`config.mk`:
```
export PLATFORM = sky130hd
export DESIGN_NAME = stat_display_sequencer_flat
export DESIGN_NICKNAME = d
export VERILOG_FILES = /design/src/rtl/stat_display_sequencer_pkg.sv /design/src/rtl/stat_display_sequencer_if.sv /design/src/rtl/stat_display_sequencer_dwell_timer.sv /design/src/rtl/stat_display_sequencer.sv /design/src/flat_wrapper.sv
export SDC_FILE = /design/constraint.sdc
export NUM_CORES = 1
export LEC_CHECK = 0
export CORE_MARGIN = 4
export CORE_UTILIZATION = 48
export DETAILED_ROUTE_END_ITERATION = 10
export MAX_ROUTING_LAYER = met4
export PLACE_DENSITY = 0.82
export SYNTH_ARGS = -nofsm -noshare
export SYNTH_HDL_FRONTEND = slang
export SYNTH_SLANG_ARGS = --single-unit
```
`constraint.sdc`:
```
create_clock -name CLK -period 4 [get_ports CLK]
set_clock_uncertainty 0.15 [all_clocks]
set_input_delay 0.6 -clock CLK [delete_from_list [all_inputs] [get_ports CLK]]
set_output_delay 0.6 -clock CLK [all_outputs]
set_load 0.01 [all_outputs]
```
`src/rtl/stat_display_sequencer_pkg.sv`:
```
// fitbit_pkg: shared statistic encoding, FSM states and display clamp helper
package fitbit_pkg;
    typedef enum logic [1:0] {STAT_STEPS, STAT_DIST, STAT_OVER32, STAT_HIGH} stat_t;
    typedef enum logic [2:0] {IDLE, SHOW_STEPS, SHOW_DIST, SHOW_OVER32, SHOW_HIGH} state_t;
    localparam logic [15:0] FITBIT_DISPLAY_MAX = 16'd9999;
    function automatic logic [15:0] clamp16(input logic [15:0] v, input logic [15:0] m);
        return (v > m) ? m : v;
    endfunction
endpackage

```
`src/rtl/stat_display_sequencer_if.sv`:
```
// stat_display_sequencer_if: statistic inputs, control and display-bus outputs
interface stat_display_sequencer_if;
    import fitbit_pkg::*;
    logic        enable;
    logic        hold;
    logic [15:0] step_count;
    logic [15:0] distance;
    logic [15:0] over32_secs;
    logic [15:0] high_act_secs;
    logic [15:0] display;
    logic        is_miles;
    stat_t       stat_sel;
    logic        load;
    modport master (
        output enable, hold, step_count, distance, over32_secs, high_act_secs,
        input  display, is_miles, stat_sel, load
    );
    modport slave (
        input  enable, hold, step_count, distance, over32_secs, high_act_secs,
        output display, is_miles, stat_sel, load
    );
endinterface

```
`src/rtl/stat_display_sequencer_dwell_timer.sv`:
```
// dwell_timer: counts 0..DWELL_CYCLES-1, flags terminal count, freezable and clearable
module dwell_timer #(
    parameter int unsigned DWELL_CYCLES = 200_000_000
) (
    input  logic CLK,
    input  logic reset,
    input  logic clear,
    input  logic freeze,
    output logic expire
);
    localparam int W = $clog2(DWELL_CYCLES);
    localparam logic [W-1:0] TC = W'(DWELL_CYCLES - 1);
    logic [W-1:0] cnt_q, cnt_d;
    always_comb begin
        expire = (cnt_q == TC);
        cnt_d  = clear ? '0 : freeze ? cnt_q : expire ? '0 : cnt_q + 1'b1;
    end
    always_ff @(posedge CLK) begin
        if (!reset) cnt_q <= '0;
        else        cnt_q <= cnt_d;
    end
endmodule

```
`src/rtl/stat_display_sequencer.sv`:
```
// stat_display_sequencer: rotates four fitness statistics onto the display bus
// with a fixed dwell per slot, hold/enable gating and a per-slot load strobe.
module stat_display_sequencer
    import fitbit_pkg::*;
#(
    parameter int unsigned DWELL_CYCLES = 200_000_000,
    parameter logic [15:0] MAX_DISPLAY  = FITBIT_DISPLAY_MAX
) (
    input logic CLK,
    input logic reset,
    stat_display_sequencer_if.slave bus
);
    state_t      state_q, state_d;
    logic [15:0] display_q, display_d;
    logic        is_miles_q, is_miles_d;
    stat_t       stat_sel_q, stat_sel_d;
    logic        load_q, load_d;
    logic        expire;
    logic [15:0] raw;

    dwell_timer #(.DWELL_CYCLES(DWELL_CYCLES)) u_timer (
        .CLK    (CLK),
        .reset  (reset),
        .clear  (!bus.enable || state_q == IDLE),
        .freeze (bus.hold),
        .expire (expire)
    );

    // Outputs are derived from the next state so they change on the same edge as the slot
    always_comb begin
        state_d = state_q;
        if (!bus.enable)                  state_d = IDLE;
        else if (state_q == IDLE)         state_d = SHOW_STEPS;
        else if (expire && !bus.hold)     state_d = (state_q == SHOW_HIGH) ? SHOW_STEPS : state_t'(state_q + 3'd1);
        raw = (state_d == SHOW_STEPS)  ? bus.step_count  :
              (state_d == SHOW_DIST)   ? bus.distance    :
              (state_d == SHOW_OVER32) ? bus.over32_secs :
              (state_d == SHOW_HIGH)   ? bus.high_act_secs : 16'd0;
        display_d  = clamp16(raw, MAX_DISPLAY);
        is_miles_d = (state_d == SHOW_DIST);
        stat_sel_d = (state_d == SHOW_DIST)   ? STAT_DIST   :
                     (state_d == SHOW_OVER32) ? STAT_OVER32 :
                     (state_d == SHOW_HIGH)   ? STAT_HIGH   : STAT_STEPS;
        load_d     = (state_d != IDLE) && (state_d != state_q);
    end

    always_ff @(posedge CLK) begin
        if (!reset) begin
            state_q    <= IDLE;
            display_q  <= '0;
            is_miles_q <= 1'b0;
            stat_sel_q <= STAT_STEPS;
            load_q     <= 1'b0;
        end else begin
            state_q    <= state_d;
            display_q  <= display_d;
            is_miles_q <= is_miles_d;
            stat_sel_q <= stat_sel_d;
            load_q     <= load_d;
        end
    end

    assign bus.display  = display_q;
    assign bus.is_miles = is_miles_q;
    assign bus.stat_sel = stat_sel_q;
    assign bus.load     = load_q;
endmodule
```
`src/flat_wrapper.sv`:
```
// flat-port wrapper written by rule: the top's interface ports become plain ports
module stat_display_sequencer_flat import fitbit_pkg::*;
#(
    parameter int unsigned DWELL_CYCLES = 200_000_000,
    parameter logic [15:0] MAX_DISPLAY  = FITBIT_DISPLAY_MAX
)
  (CLK, reset, bus_enable, bus_hold, bus_step_count, bus_distance, bus_over32_secs, bus_high_act_secs, bus_display, bus_is_miles, bus_stat_sel, bus_load);
  stat_display_sequencer_if bus_i ();
  input logic CLK;
  input logic reset;
  input wire logic [$bits(bus_i.enable)-1:0] bus_enable;
  input wire logic [$bits(bus_i.hold)-1:0] bus_hold;
  input wire logic [$bits(bus_i.step_count)-1:0] bus_step_count;
  input wire logic [$bits(bus_i.distance)-1:0] bus_distance;
  input wire logic [$bits(bus_i.over32_secs)-1:0] bus_over32_secs;
  input wire logic [$bits(bus_i.high_act_secs)-1:0] bus_high_act_secs;
  output wire logic [$bits(bus_i.display)-1:0] bus_display;
  output wire logic [$bits(bus_i.is_miles)-1:0] bus_is_miles;
  output wire logic [$bits(bus_i.stat_sel)-1:0] bus_stat_sel;
  output wire logic [$bits(bus_i.load)-1:0] bus_load;
  assign bus_i.enable = bus_enable;
  assign bus_i.hold = bus_hold;
  assign bus_i.step_count = bus_step_count;
  assign bus_i.distance = bus_distance;
  assign bus_i.over32_secs = bus_over32_secs;
  assign bus_i.high_act_secs = bus_high_act_secs;
  assign bus_display = bus_i.display;
  assign bus_is_miles = bus_i.is_miles;
  assign bus_stat_sel = bus_i.stat_sel;
  assign bus_load = bus_i.load;
  stat_display_sequencer #(.DWELL_CYCLES(DWELL_CYCLES), .MAX_DISPLAY(MAX_DISPLAY)) u_core (.CLK(CLK), .reset(reset), .bus(bus_i));
endmodule
```
* After elaboration in Yosys (flattened, before gate mapping)
Index checks and enable logic that the tools add are counted. W data, S select, Z words.
Storage, ports and cells: bits in read-only memories 0, register bits after elaboration 51, output and inout bits 20, memories 0, bits of input ports 68, bits in latches 0, bits in writable memories 0, logic and storage cells 42
Operators by class: magnitude comparators 1, $mul 0, div/mod/pow operators 0, bitwise gates (word level) 1, shift operators 0, muxes and demuxes 13, add/subtract/negate cells 2, eq/ne operators 7, reduce and logical (&&, ||, !) cells 10
Operator list (number):
- $mux W16 | 4
- $add A28 B1 Y28 const B | 1
- $eq A28 B28 Y1 const B | 1
- $mux W28 | 1
- $gt A16 B14 Y1 const B | 1
- $mux W14 | 1
- $mux W3 | 4
- $eq A3 B2 Y1 const B | 2
- $eq A3 B3 Y1 const B | 2
- $reduce_or A2 Y1 | 3
- $mux W2 | 2
- $add A3 B1 Y3 const B | 1
- $eq A3 B1 Y1 const B | 1
- $logic_not A3 Y1 | 1
- $ne A3 B3 Y1 | 1
- $reduce_bool A3 Y1 | 1
- $logic_and A1 B1 Y1 | 2
- $logic_not A1 Y1 | 2
- $logic_or A1 B1 Y1 | 1
- $mux W1 | 1
- $not A1 Y1 | 1

* Longest topological paths before layout
Gate-level depths: netlist (run 1).
word-level depth 12, gate-level depth with buffers 13, gate-level depth less buffers 11

* By module
From an unflattened synthesis (run 1), not the netlist that was laid out.
Second synthesis, totals: cell total of the unflattened synthesis 337, area, all modules 2939.1 µm²
Modules (own cells, without submodules):
- stat_display_sequencer | sequential area each 460.4 µm², cells each 181, area each 1610.3 µm², times used 1
- dwell_timer | sequential area each 560.5 µm², cells each 156, area each 1328.8 µm², times used 1

* Worst setup path before layout (run 1)
OpenSTA, ideal clock, no wires.
path type input-to-reg, start input port bus_hold, end register u_core.display_q[0] (netlist: u_core.bus.display[0]), setup time 58 ps, path buffers 2, data arrival time 2807 ps, stages on the path 11, setup slack 985 ps, data required time 3792 ps, path through and4b_1 buf_4 nand4_4 or4_4 a211oi_4 buf_6 nand3_2 a22oi_2 o211ai_2 o21ai_2 o21a_1
On the way: longest elaborated chain between the ends 12, elaborated cells on any way between the ends 15, classes of those cells order compare: 1; eq/ne: 4; mux: 8; reduce/logical: 2
Ends and longest elaborated chain:
- start: declaration | line flat_wrapper.sv:12 | input wire logic [$bits(bus_i.hold)-1:0] bus_hold;
- $logic_not A1 Y1 (*) | line stat_display_sequencer.sv:34 | else if (expire && !bus.hold) state_d = (state_q == SHOW_HIGH) ? SHOW_STEPS : state_t'(state_q + 3'd1);
- $logic_and A1 B1 Y1 (*) | line stat_display_sequencer.sv:34
- $mux W3 (*) | line stat_display_sequencer.sv:34
- $mux W3 (*) | line stat_display_sequencer.sv:33 | else if (state_q == IDLE) state_d = SHOW_STEPS;
- $mux W3 (*) | line stat_display_sequencer.sv:32 | if (!bus.enable) state_d = IDLE;
- $eq A3 B3 Y1 | line stat_display_sequencer.sv:38 | (state_d == SHOW_HIGH) ? bus.high_act_secs : 16'd0;
- $mux W16 | line stat_display_sequencer.sv:38
- $mux W16 | line stat_display_sequencer.sv:37 | (state_d == SHOW_OVER32) ? bus.over32_secs :
- $mux W16 | line stat_display_sequencer.sv:36 | (state_d == SHOW_DIST) ? bus.distance :
- $mux W16 (*) | line stat_display_sequencer.sv:35 | raw = (state_d == SHOW_STEPS) ? bus.step_count :
- $gt A16 B14 Y1 | line stat_display_sequencer_pkg.sv:7 | return (v > m) ? m : v;
- $mux W14 (*) | line stat_display_sequencer_pkg.sv:7
- end signal: assignment | line stat_display_sequencer.sv:56 | display_q <= display_d;
- end: declaration | line stat_display_sequencer.sv:14 | logic [15:0] display_q, display_d;
Mark *: on every way between the ends. The rest lies on a longest branch, timed or not. A chain may end at the register's enable or synchronous reset.

* Worst setup path after layout (run 1)
Ends and elaborated chain as after synthesis.

==> impl_metrics.csv, run 1 <==
group,metric,value,unit
synth,synth.cell_area,2970,um2
place,hpwlAfterDp,6560,um
sta,max_freq,283,MHz
floorplan,die_x,86.7,um
cts,insertion_delay,0.30,ns
cts,numCtsBuffers,5,
setup_path,end_kind,"flip-flop",
setup_path,crit_family,"compound AO/OA/AOI/OAI gates",
sta,final_max_slew_viol_count,0,
cts,clock-sinks,51,
synth,synth-main-ff-cell,"dfxtp_1",
cells_and_area,nets,515,
cells_and_area,diodes,0,
sta,min_period_over_period,0.882,
cts,clockBufferDepth,2,
setup_path,crit_top_cell,"o21a_1",
global_routing,grt_pass1_wl,14000,um
route,met3_length,495,um
route,viasPerCell,5.89,
global_routing,antenna_found_initial,0,
cells_and_area,num-fill-cells,509,
setup_path,cp_cell_sequence,"clkdlybuf4s50_1 -> and4b_1 -> and4_1 -> and3_1 -> o21a_1 -> nand2_1 -> o311ai_1 -> a311oi_4 -> o21ai_2 -> o21a_1",
setup_path,cpPeakStageDelay,0.52,ns
sta,min_period,3.53,ns
route,routed_wirelength,8530,um
synth,netlist_instances,353,
cts,root_buffer,"clkbuf_8",
floorplan,die_area,7520,um2
synth,synth_cell_types,64,
floorplan,rows,28,
global_routing,grt_max_degree,29,
power,powerDensity,252,nW/um2
synth,ys_seq_area_frac,0.343,
place,gp_congestion,0.983,
route,via_count,3065,
route,met1_length,3630,um
cts,post_cts_buffers,0,
route,dr.pass1.iters,5,
cells_and_area,layout-area-overhead-vs-synth,35.9,%
cts,cts_max_level,2,
cells_and_area,fin_area,4040,um2
place,numPortBuffers,87,
sta,hold_violations,0,
synth,yosysWarnings,0,
cts,clkTransAtPathRegs,0.09,ns
cells_and_area,mostFrequentLayoutCell,"clkdlybuf4s50_1",
worst_hold_path,worstHoldPathType,"flip-flop to flip-flop",
cells_and_area,final_cell_mix,"clkdlybuf4s50_1 (87), nor2_1 (57), dfxtp_1 (51)",
global_routing,gr-total-overflow,0,
floorplan,start_util,0.499,
route,drt_iter0_markers,248,
cells_and_area,multiInputGateArea,1850,um2
route,routed.top_layer,"met4",
synth,synth.avg_cell_area,8.42,um2
route,ant_nets,0,
outcome,status,"completed",
route,route.detailed.drc,0,
cts,cts_resized,0,
floorplan,fp.coreArea,5960,um2
run,drv_cap,0,
route,met2_length,4210,um
sta,final-setup-viol-count,0,
synth,async_flop_share,0,
sta,worst_pin_slew,0.699,ns
setup_path,critPathKind,"primary input to flip-flop",
global_routing,track_usage,0.235,
cells_and_area,regArea,1020,um2
synth,synth_seq_cells,51,
sta,rsz0062_at_grt,"false",
cells_and_area,drive_gt1_frac,0.0831,
floorplan,fp.dieH,86.7,um
setup_path,cp_num_buf_inv,1,
synth,synth-edff-count,0,
sta,relSlewSlack,0.533,
setup_path,slowest_stage,"o311ai_1",
power,peakVddDrop,0.197,mV
cts,cts_tree,"done",
floorplan,ios,88,
setup_path,crit_arrival,3.63,ns
cts,hold_buffers,0,
cells_and_area,final_cells,520,
setup_path,worst_setup_path_start_kind,"primary input",
sta,tns,0,ns
place,numPlacedInstances,512,
setup_path,worstPathMaxFanout,9,
route,wire_per_inst,16.4,um
place,dpl_cell_area,3940,um2
power,power,0.00102,W
global_routing,first_global_vias,3022,
setup_path,critPathRequiredTime,4.10,ns
power,p_leak,1.41,nW
## final timing paths
path                                          startpoint                  endpoint  slack [ns]  depth (start not counted)
worst max register to register   u_core.u_timer.cnt_q[9]     u_core.bus.display[0]        0.73                          9
worst min-delay path            u_core.u_timer.cnt_q[17]  u_core.u_timer.cnt_q[17]        0.36                          2
worst min register to register  u_core.u_timer.cnt_q[17]  u_core.u_timer.cnt_q[17]        0.36                          2
worst max-delay path                            bus_hold     u_core.bus.display[0]        0.47                         10
## kinds of logic (layout without fill, tap and decap cells)
group	count (synthesis)	count (layout)	synth area share
simple gates	157	157	0.282
fa+ha+maj	3	3	0.0126
mux	12	12	0.0417
other cells	1	2	0.00126
flops	51	51	0.343
compound gates	80	80	0.209
buf+inv	24	115	0.0370
xor+xnor	25	25	0.0737
## registers in the layout (all words and copies together) (netlist names)
signal,count
u_core.bus.display,16
u_core.bus.load,1
u_core.bus.stat_sel,2
u_core.u_timer.cnt_q,28
u_core.state_q,3
u_core.bus.is_miles,1
## per-layer routing
metal  track usage  vias to the layer above
li1              -                     1467
met1         0.296                     1442
met2         0.387                      130
met3        0.0371                       26
met4        0.0722                        0
met5             -                        -
## cell type report
cell class | instances | share of cell area
multi-input cells | 279 | 0.457
flip-flops and latches | 51 | 0.253
repair buffers | 97 | 0.234
well taps | 75 | 0.0232
clock buffers | 7 | 0.0214
inverters | 10 | 0.00929
clock inverters | 1 | 0.00217
## cells in the mapped netlist, types with 2 or more instances
master | count | area share
and4b_1 | 4 | 0.013
and4_1 | 8 | 0.024
nand3_1 | 21 | 0.035
a22oi_1 | 9 | 0.023
buf_2 | 4 | 0.0067
o311ai_1 | 2 | 0.0059
dfxtp_1 | 51 | 0.34
and3_1 | 6 | 0.013
xnor2_1 | 11 | 0.032
nand2_1 | 24 | 0.030
inv_1 | 10 | 0.013
and2_1 | 3 | 0.0063
nor2_1 | 57 | 0.072
nor2_2 | 2 | 0.0042
o21ai_2 | 2 | 0.0059
o211ai_1 | 5 | 0.013
a21boi_1 | 3 | 0.0076
mux2i_1 | 9 | 0.030
o21ai_1 | 3 | 0.0050
or3_1 | 2 | 0.0042
nand4_1 | 14 | 0.029
xor2_1 | 14 | 0.041
mux2_2 | 3 | 0.011
o211a_1 | 2 | 0.0067
a21o_1 | 3 | 0.0076
o22ai_1 | 5 | 0.011
nor3_1 | 5 | 0.0084
o21a_1 | 6 | 0.015
clkbuf_1 | 7 | 0.0088
ha_1 | 3 | 0.013
o31a_1 | 2 | 0.0059
a21oi_1 | 15 | 0.025
o21ai_0 | 6 | 0.010
buf_4 | 2 | 0.0050
## where the power goes
group          leakage [nW]  switching [W]  internal [W]  total (W)
Clock                0.0484       0.000167      0.000142   0.000309
Combinational         0.948      0.0000783      0.000108   0.000187
Sequential            0.415     0.00000497      0.000519   0.000524
## worst reg2reg max path: stages (launching register included)
cell	delay, ns
dfxtp_1	0.35
nor3b_1	0.41
nand4_1	0.31
or4_4	0.57
a211oi_4	0.25
buf_4	0.24
a221o_1	0.31
o211ai_2	0.20
o21ai_2	0.27
o21a_1	0.16
## stage by stage
stage	utilization	hold WS [ns]	worst slack (ns)
after floorplan	-	0.304	0.985
after global placement	0.662	0.315	0.255
after detailed placement	0.662	0.342	0.200
after CTS	0.678	0.355	0.509
after global routing	0.678	0.406	0.286
final	0.678	0.356	0.472
No activity file was read; power rests on OpenSTA's default activity.
==> inputs of run 2 (changes only) <==
Settings changed: CELL_PAD_IN_SITES_DETAIL_PLACEMENT from default to 2, CELL_PAD_IN_SITES_GLOBAL_PLACEMENT from default to 2, CORE_UTILIZATION 48 to 27, PLACE_DENSITY 0.82 to 0.81, SLEW_MARGIN from default to 5.
==> run 2 against run 1 <==
  * Design area is 2.9% higher
  * Clock power is 28% higher
  * Hold slack better by 0.0020 ns
  * Fmax is 4.4% lower
  * Via count is 0.36% lower
  * Total power is 9.6% higher
  * Combinational power is 5% higher
  * Final cell count is 13% higher
  * Setup slack worse by 0.16 ns
  * Largest cell class unchanged
  * Largest power group unchanged
==> impl_metrics.csv, run 2 (synthesis gave the netlist of run 1 again) <==
group,metric,value,unit
route,route.detailed.drc,0,
run,drv_cap,0,
sta,relSlewSlack,0.589,
cts,root_buffer,"clkbuf_8",
global_routing,grt_max_degree,29,
sta,rsz0062_at_grt,"false",
setup_path,worst_setup_path_start_kind,"primary input",
route,routed_wirelength,11600,um
worst_hold_path,worstHoldPathType,"flip-flop to flip-flop",
cells_and_area,diodes,0,
global_routing,grt_pass1_wl,18800,um
route,ant_nets,0,
setup_path,end_kind,"flip-flop",
route,dr.pass1.iters,4,
power,p_leak,1.43,nW
sta,final_max_slew_viol_count,0,
setup_path,reg2regPathDepth,10,
cells_and_area,drive_gt1_frac,0.0895,
cts,hold_buffers,0,
route,via_count,3054,
global_routing,gr-total-overflow,0,
cts,numCtsBuffers,5,
cts,clockBufferDepth,2,
sta,max_freq,271,MHz
floorplan,rows,38,
floorplan,die_x,113,um
cts,cts_max_level,2,
worst_hold_path,whs_endpoint,"u_core.u_timer.cnt_q[17]",
place,numPlacedInstances,579,
floorplan,ios,88,
sta,post-route-worst-setup-slack,0.308,ns
cells_and_area,final_cells,587,
sta,hold_violations,0,
floorplan,fp.dieH,113,um
worst_hold_path,hp-start,"u_core.u_timer.cnt_q[17]",
route,viasPerCell,5.20,
cts,post_cts_buffers,0,
route,drt_iter0_markers,177,
global_routing,first_global_vias,3355,
cells_and_area,final_cell_mix,"clkdlybuf4s50_1 (87), nor2_1 (57), dfxtp_1 (51)",
setup_path,reg2reg_to,"u_core.bus.display[2]",
floorplan,die_area,12800,um2
place,numPortBuffers,87,
setup_path,cp_cell_sequence,"clkdlybuf4s50_1 -> and4b_1 -> nand4_4 -> or4_4 -> a211oi_4 -> a221o_1 -> o211ai_2 -> o21ai_2 -> o21a_1",
setup_path,r2r-start,"u_core.state_q[0]",
power,peakVddDrop,0.167,mV
cts,cts_resized,0,
setup_path,crit_arrival,3.82,ns
setup_path,worstPathMaxFanout,11,
cells_and_area,largest_reg_flops,28,
sta,min_period_over_period,0.923,
floorplan,start_util,0.275,
place,gp_congestion,0.820,
cells_and_area,num-fill-cells,1209,
route,wire_per_inst,19.8,um
outcome,status,"completed",
place,hpwlAfterDp,9260,um
setup_path,critPathRequiredTime,4.12,ns
cells_and_area,nets,517,
cells_and_area,layout-area-overhead-vs-synth,39.9,%
cts,clkTransAtPathRegs,0.11,ns
worst_hold_path,hold_path_depth,2,
setup_path,critPathLaunch,"bus_hold",
setup_path,reg2reg_slack,0.47,ns
setup_path,cpPeakStageDelay,0.56,ns
sta,worst_pin_slew,0.610,ns
global_routing,track_usage,0.191,
sta,final-setup-viol-count,0,
cells_and_area,mostFrequentLayoutCell,"clkdlybuf4s50_1",
sta,tns,0,ns
cts,cts_tree,"done",
cells_and_area,regMostFlops,"u_core.u_timer.cnt_q",
setup_path,critPathKind,"primary input to flip-flop",
cts,insertion_delay,0.33,ns
floorplan,fp.coreArea,10800,um2
cts,clock-sinks,51,
place,post-place-ws,-0.0473,ns
setup_path,slowest_stage,"or4_4",
power,powerDensity,269,nW/um2
sta,min_period,3.69,ns
global_routing,antenna_found_initial,0,
[run 2: cell count changes in the layout (fill, tap and decap cells not counted), sizes merged]
cell and delta:
buf +2, bufinv +1, clkbuf -1
[run 2: final cells by class]
cell class / instances / area (um2) / area share
inverters: 10 / 37.5 / 0.00903
clock buffers: 6 / 82.6 / 0.0199
well taps: 140 / 175 / 0.0421
multi-input cells: 279 / 1850 / 0.444
clock inverters: 2 / 35.0 / 0.00843
repair buffers: 99 / 961 / 0.231
flip-flops and latches: 51 / 1020 / 0.246
[run 2: how the worst max path moves through the flow]
stage / endpoint / slack (ns) / cells past startpoint
floorplan: u_core.bus.display[0] / 0.98 / 11
global placement: u_core.bus.display[0] / 0.17 / 9
detailed placement: u_core.bus.display[2] / -0.05 / 9
CTS: u_core.bus.display[2] / 0.30 / 9
global route: u_core.bus.display[2] / 0.12 / 10
finish: u_core.bus.display[2] / 0.31 / 9
[run 2: stage by stage]
stage                     utilization  instance area [um2]  power [W]  hold slack [ns]
after floorplan                     -                 2980   0.000606            0.304
after global placement          0.374                 4040   0.000723            0.320
after detailed placement        0.374                 4040   0.000730            0.353
after CTS                       0.385                 4160    0.00112            0.371
after global routing            0.385                 4160    0.00116            0.402
final                           0.385                 4160    0.00112            0.358
[run 2: worst max-delay path, delay by kind of cell]
| kind | cells | cell delay, ns |
|---|---|---|
| AO/OA/AOI/OAI | 5 | 1.58 |
| buffers and inverters | 1 | 0.52 |
| AND/OR/NAND/NOR | 3 | 1.11 |
[run 2: report_power, final]
group          switching [W]  internal [W]
clock               0.000194      0.000203
sequential        0.00000545      0.000519
combinational      0.0000864      0.000109
total               0.000286      0.000831
[run 2: per-layer routing]
layer	track usage	up-vias	routed length, um
met5	-	-	0
met2	0.316	55	5770
met1	0.234	1515	5180
met4	0.0625	0	289
li1	-	1466	-
met3	0.0380	18	406
==> inputs of run 3 (changes only) <==
Settings changed: ABC_AREA from default to 1, CORE_UTILIZATION 27 to 26, SLEW_MARGIN 5 to 40.
==> run 3 against run 2 <==
  * Fmax up 10%
  * Register-to-register slack better by 0.38 ns
  * Via count up 4.4%
  * Global-route usage down 2.8 points
  * First-iteration DRC count down 31%
==> impl_metrics.csv, run 3 <==
group,metric,value,unit
outcome,status,"completed",
worst_hold_path,hp-start,"u_core.u_timer.cnt_q[5]",
floorplan,ios,88,
setup_path,worstPathMaxFanout,19,
place,post-place-ws,0.310,ns
synth,synth_cell_types,43,
floorplan,fp.dieH,118,um
route,routed_wirelength,10800,um
cells_and_area,num-fill-cells,1379,
cells_and_area,nets,603,
setup_path,cp_num_buf_inv,3,
synth,yosysTopAreaCellShare,0.325,
cts,numCtsBuffers,5,
setup_path,crit_top_cell,"nand2_1",
cts,clock-sinks,51,
cts,cts_max_level,2,
synth,synthXorXnorAreaFrac,0.0140,
synth,ys_seq_area_frac,0.325,
setup_path,reg2regPathDepth,18,
route,via_count,3188,
setup_path,cp_cell_sequence,"clkdlybuf4s50_1 -> inv_2 -> nand2_1 -> nor2_1 -> nand2_2 -> nor2_4 -> nand3_1 -> nand2_1 -> inv_1 -> nand3_4 -> nand2_2 -> nor2_4 -> nand2_1 -> nand4_1 -> nor2_1 -> nand2_1 -> nand3_4 -> nand3_4 -> nor2_2",
sta,min_period_over_period,0.838,
global_routing,first_global_vias,3520,
synth,synth_top_area_cell,"dfxtp_1",
setup_path,crit_family,"simple AND/OR/NAND/NOR gates",
global_routing,grt_util_met3,0.0216,
setup_path,reg2reg_to,"u_core.bus.display[11]",
floorplan,die_x,118,um
synth,yosysMostFrequentCell,"nand2_1",
floorplan,rows,39,
route,viasPerCell,4.72,
synth,synth_mux_area_frac,0,
worst_hold_path,whs_endpoint,"u_core.u_timer.cnt_q[5]",
sta,max_freq,298,MHz
route,drt_iter0_markers,122,
sta,rsz0062_at_grt,"false",
setup_path,cpPeakStageDelay,0.48,ns
power,powerDensity,269,nW/um2
place,numPlacedInstances,668,
floorplan,start_util,0.270,
global_routing,antenna_found_initial,0,
setup_path,end_kind,"flip-flop",
sta,worst_pin_slew,0.525,ns
global_routing,grt_max_degree,20,
synth,synth_seq_cells,51,
synth,synth_top_family_by_area,"simple AND/OR/NAND/NOR gates",
global_routing,grt_pass1_wl,18300,um
floorplan,die_area,13900,um2
synth,synthAdderAreaFrac,0.0120,
sta,tns,0,ns
synth,yosysWarnings,0,
synth,synth.cell_area,3140,um2
power,p_leak,1.69,nW
setup_path,critPathKind,"primary input to flip-flop",
route,route.detailed.drc,0,
cells_and_area,drive_gt1_frac,0.131,
setup_path,crit_arrival,3.39,ns
route,ant_nets,0,
global_routing,busiest_layer,"met2",
synth,synth.avg_cell_area,7.10,um2
synth,synth-main-ff-cell,"dfxtp_1",
global_routing,gr-total-overflow,0,
worst_hold_path,hold_path_depth,2,
cts,root_buffer,"clkbuf_16",
worst_hold_path,worstHoldPathType,"flip-flop to flip-flop",
cells_and_area,largest_reg_flops,28,
synth,synthSimpleGateAreaFrac,0.446,
setup_path,r2r-start,"u_core.u_timer.cnt_q[1]",
cts,insertion_delay,0.29,ns
sta,post-route-worst-setup-slack,0.649,ns
cells_and_area,regMostFlops,"u_core.u_timer.cnt_q",
setup_path,reg2reg_slack,0.85,ns
cells_and_area,multiInputGateArea,1770,um2
cells_and_area,final_cell_mix,"nand2_1 (87), clkdlybuf4s50_1 (87), nor2_1 (63)",
place,gp_congestion,0.843,
cells_and_area,final_cells,676,
sta,final-setup-viol-count,0,
synth,synth-edff-count,0,
cells_and_area,layout-area-overhead-vs-synth,35.8,%
place,hpwlAfterDp,8920,um
cells_and_area,diodes,0,
run,drv_cap,0,
cells_and_area,regArea,1020,um2
cts,post_cts_buffers,0,
route,wire_per_inst,16.0,um
synth,synth-compound-area-share,0.0909,
place,numPortBuffers,87,
route,dr.pass1.iters,4,
synth,netlist_instances,442,
sta,final_max_slew_viol_count,0,
synth,yosys-top-cells-area,"dfxtp_1 (33%), nand2_1 (10%), nor2_1 (7.5%)",
global_routing,grt_use_met1,0.197,
floorplan,fp.coreArea,11600,um2
cts,clockBufferDepth,2,
global_routing,use_met2,0.291,
sta,min_period,3.35,ns
setup_path,slowest_stage,"clkdlybuf4s50_1",
cts,cts_tree,"done",
synth,async_flop_share,0,
cts,clkTransAtPathRegs,0.07,ns
power,peakVddDrop,0.152,mV
sta,relSlewSlack,0.647,
setup_path,worst_setup_path_start_kind,"primary input",
cts,cts_resized,0,
cts,hold_buffers,0,
synth,yosys-top-cells-count,"nand2_1 (87), nor2_1 (63), inv_1 (60)",
setup_path,critPathRequiredTime,4.04,ns
sta,hold_violations,0,
global_routing,track_usage,0.164,
[run 3: cell count changes in the layout (fill, tap and decap cells not counted), moves of 9 or more]
cell / change
nand2_1: +63
inv_1: +50
nand3_1: +20
nor2_4: +11
xor2_1: -11
buf_4: -9
mux2i_1: -9
nand2_2: +9
nor2_2: +9
xnor2_1: -9
[run 3: cell type report]
class	count	share of cell area
inverters	66	0.0593
clock buffers	6	0.0303
clock inverters	2	0.00294
multi-input cells	318	0.416
repair buffers	90	0.210
well taps	143	0.0420
flip-flops and latches	51	0.240
[run 3: logic make-up after synthesis]
logic type	after synthesis
DFF	51
buffers and inverters	74
other	1
and+or+nand+nor	264
adders and majority gates	3
xor gates and xnor gates	5
AOI/OAI and AO/OA	44
[run 3: worst min-delay path: cells and delay by family (launching register included)]
family	cells	cell delay, ns
flip-flops	1	0.31
AO/OA/AOI/OAI	1	0.05
buffers and inverters	1	0.05
[run 3: metrics by stage]
step	instance area, um2	hold slack (ns)	power [W]	util
2_1_floorplan	3140	0.284	0.000621	-
3_3_place_gp	4120	0.294	0.000724	0.355
3_5_place_dp	4120	0.307	0.000731	0.355
4_1_cts	4260	0.321	0.00116	0.367
5_1_grt	4260	0.343	0.00120	0.367
6_report	4260	0.316	0.00114	0.367
[run 3: metal layers]
metal / part of all wire / wire, um / vias to the layer above
met5: 0 / 0 / -
met1: 0.44 / 4800 / 1542
met3: 0.024 / 256 / 7
met4: 0.012 / 125 / 0
met2: 0.52 / 5630 / 50
li1: - / - / 1589
[run 3: how the worst max path moves through the flow]
stage	cells past startpoint	slack [ns]	endpoint	startpoint
2_1_floorplan	20	1.38	u_core.bus.display[12]	bus_hold
3_3_place_gp	19	0.41	u_core.bus.display[5]	bus_hold
3_5_place_dp	19	0.31	u_core.bus.display[11]	bus_hold
4_1_cts	19	0.62	u_core.bus.display[11]	bus_hold
5_1_grt	21	0.32	u_core.bus.display[8]	bus_hold
6_report	19	0.65	u_core.bus.display[11]	bus_hold
[run 3: power breakdown]
group	internal (W)	total (W)	switching, W
sequential	0.000520	0.000525	0.00000495
combinational	0.000104	0.000190	0.0000858
clock	0.000232	0.000429	0.000198
total	0.000856	0.00114	0.000289
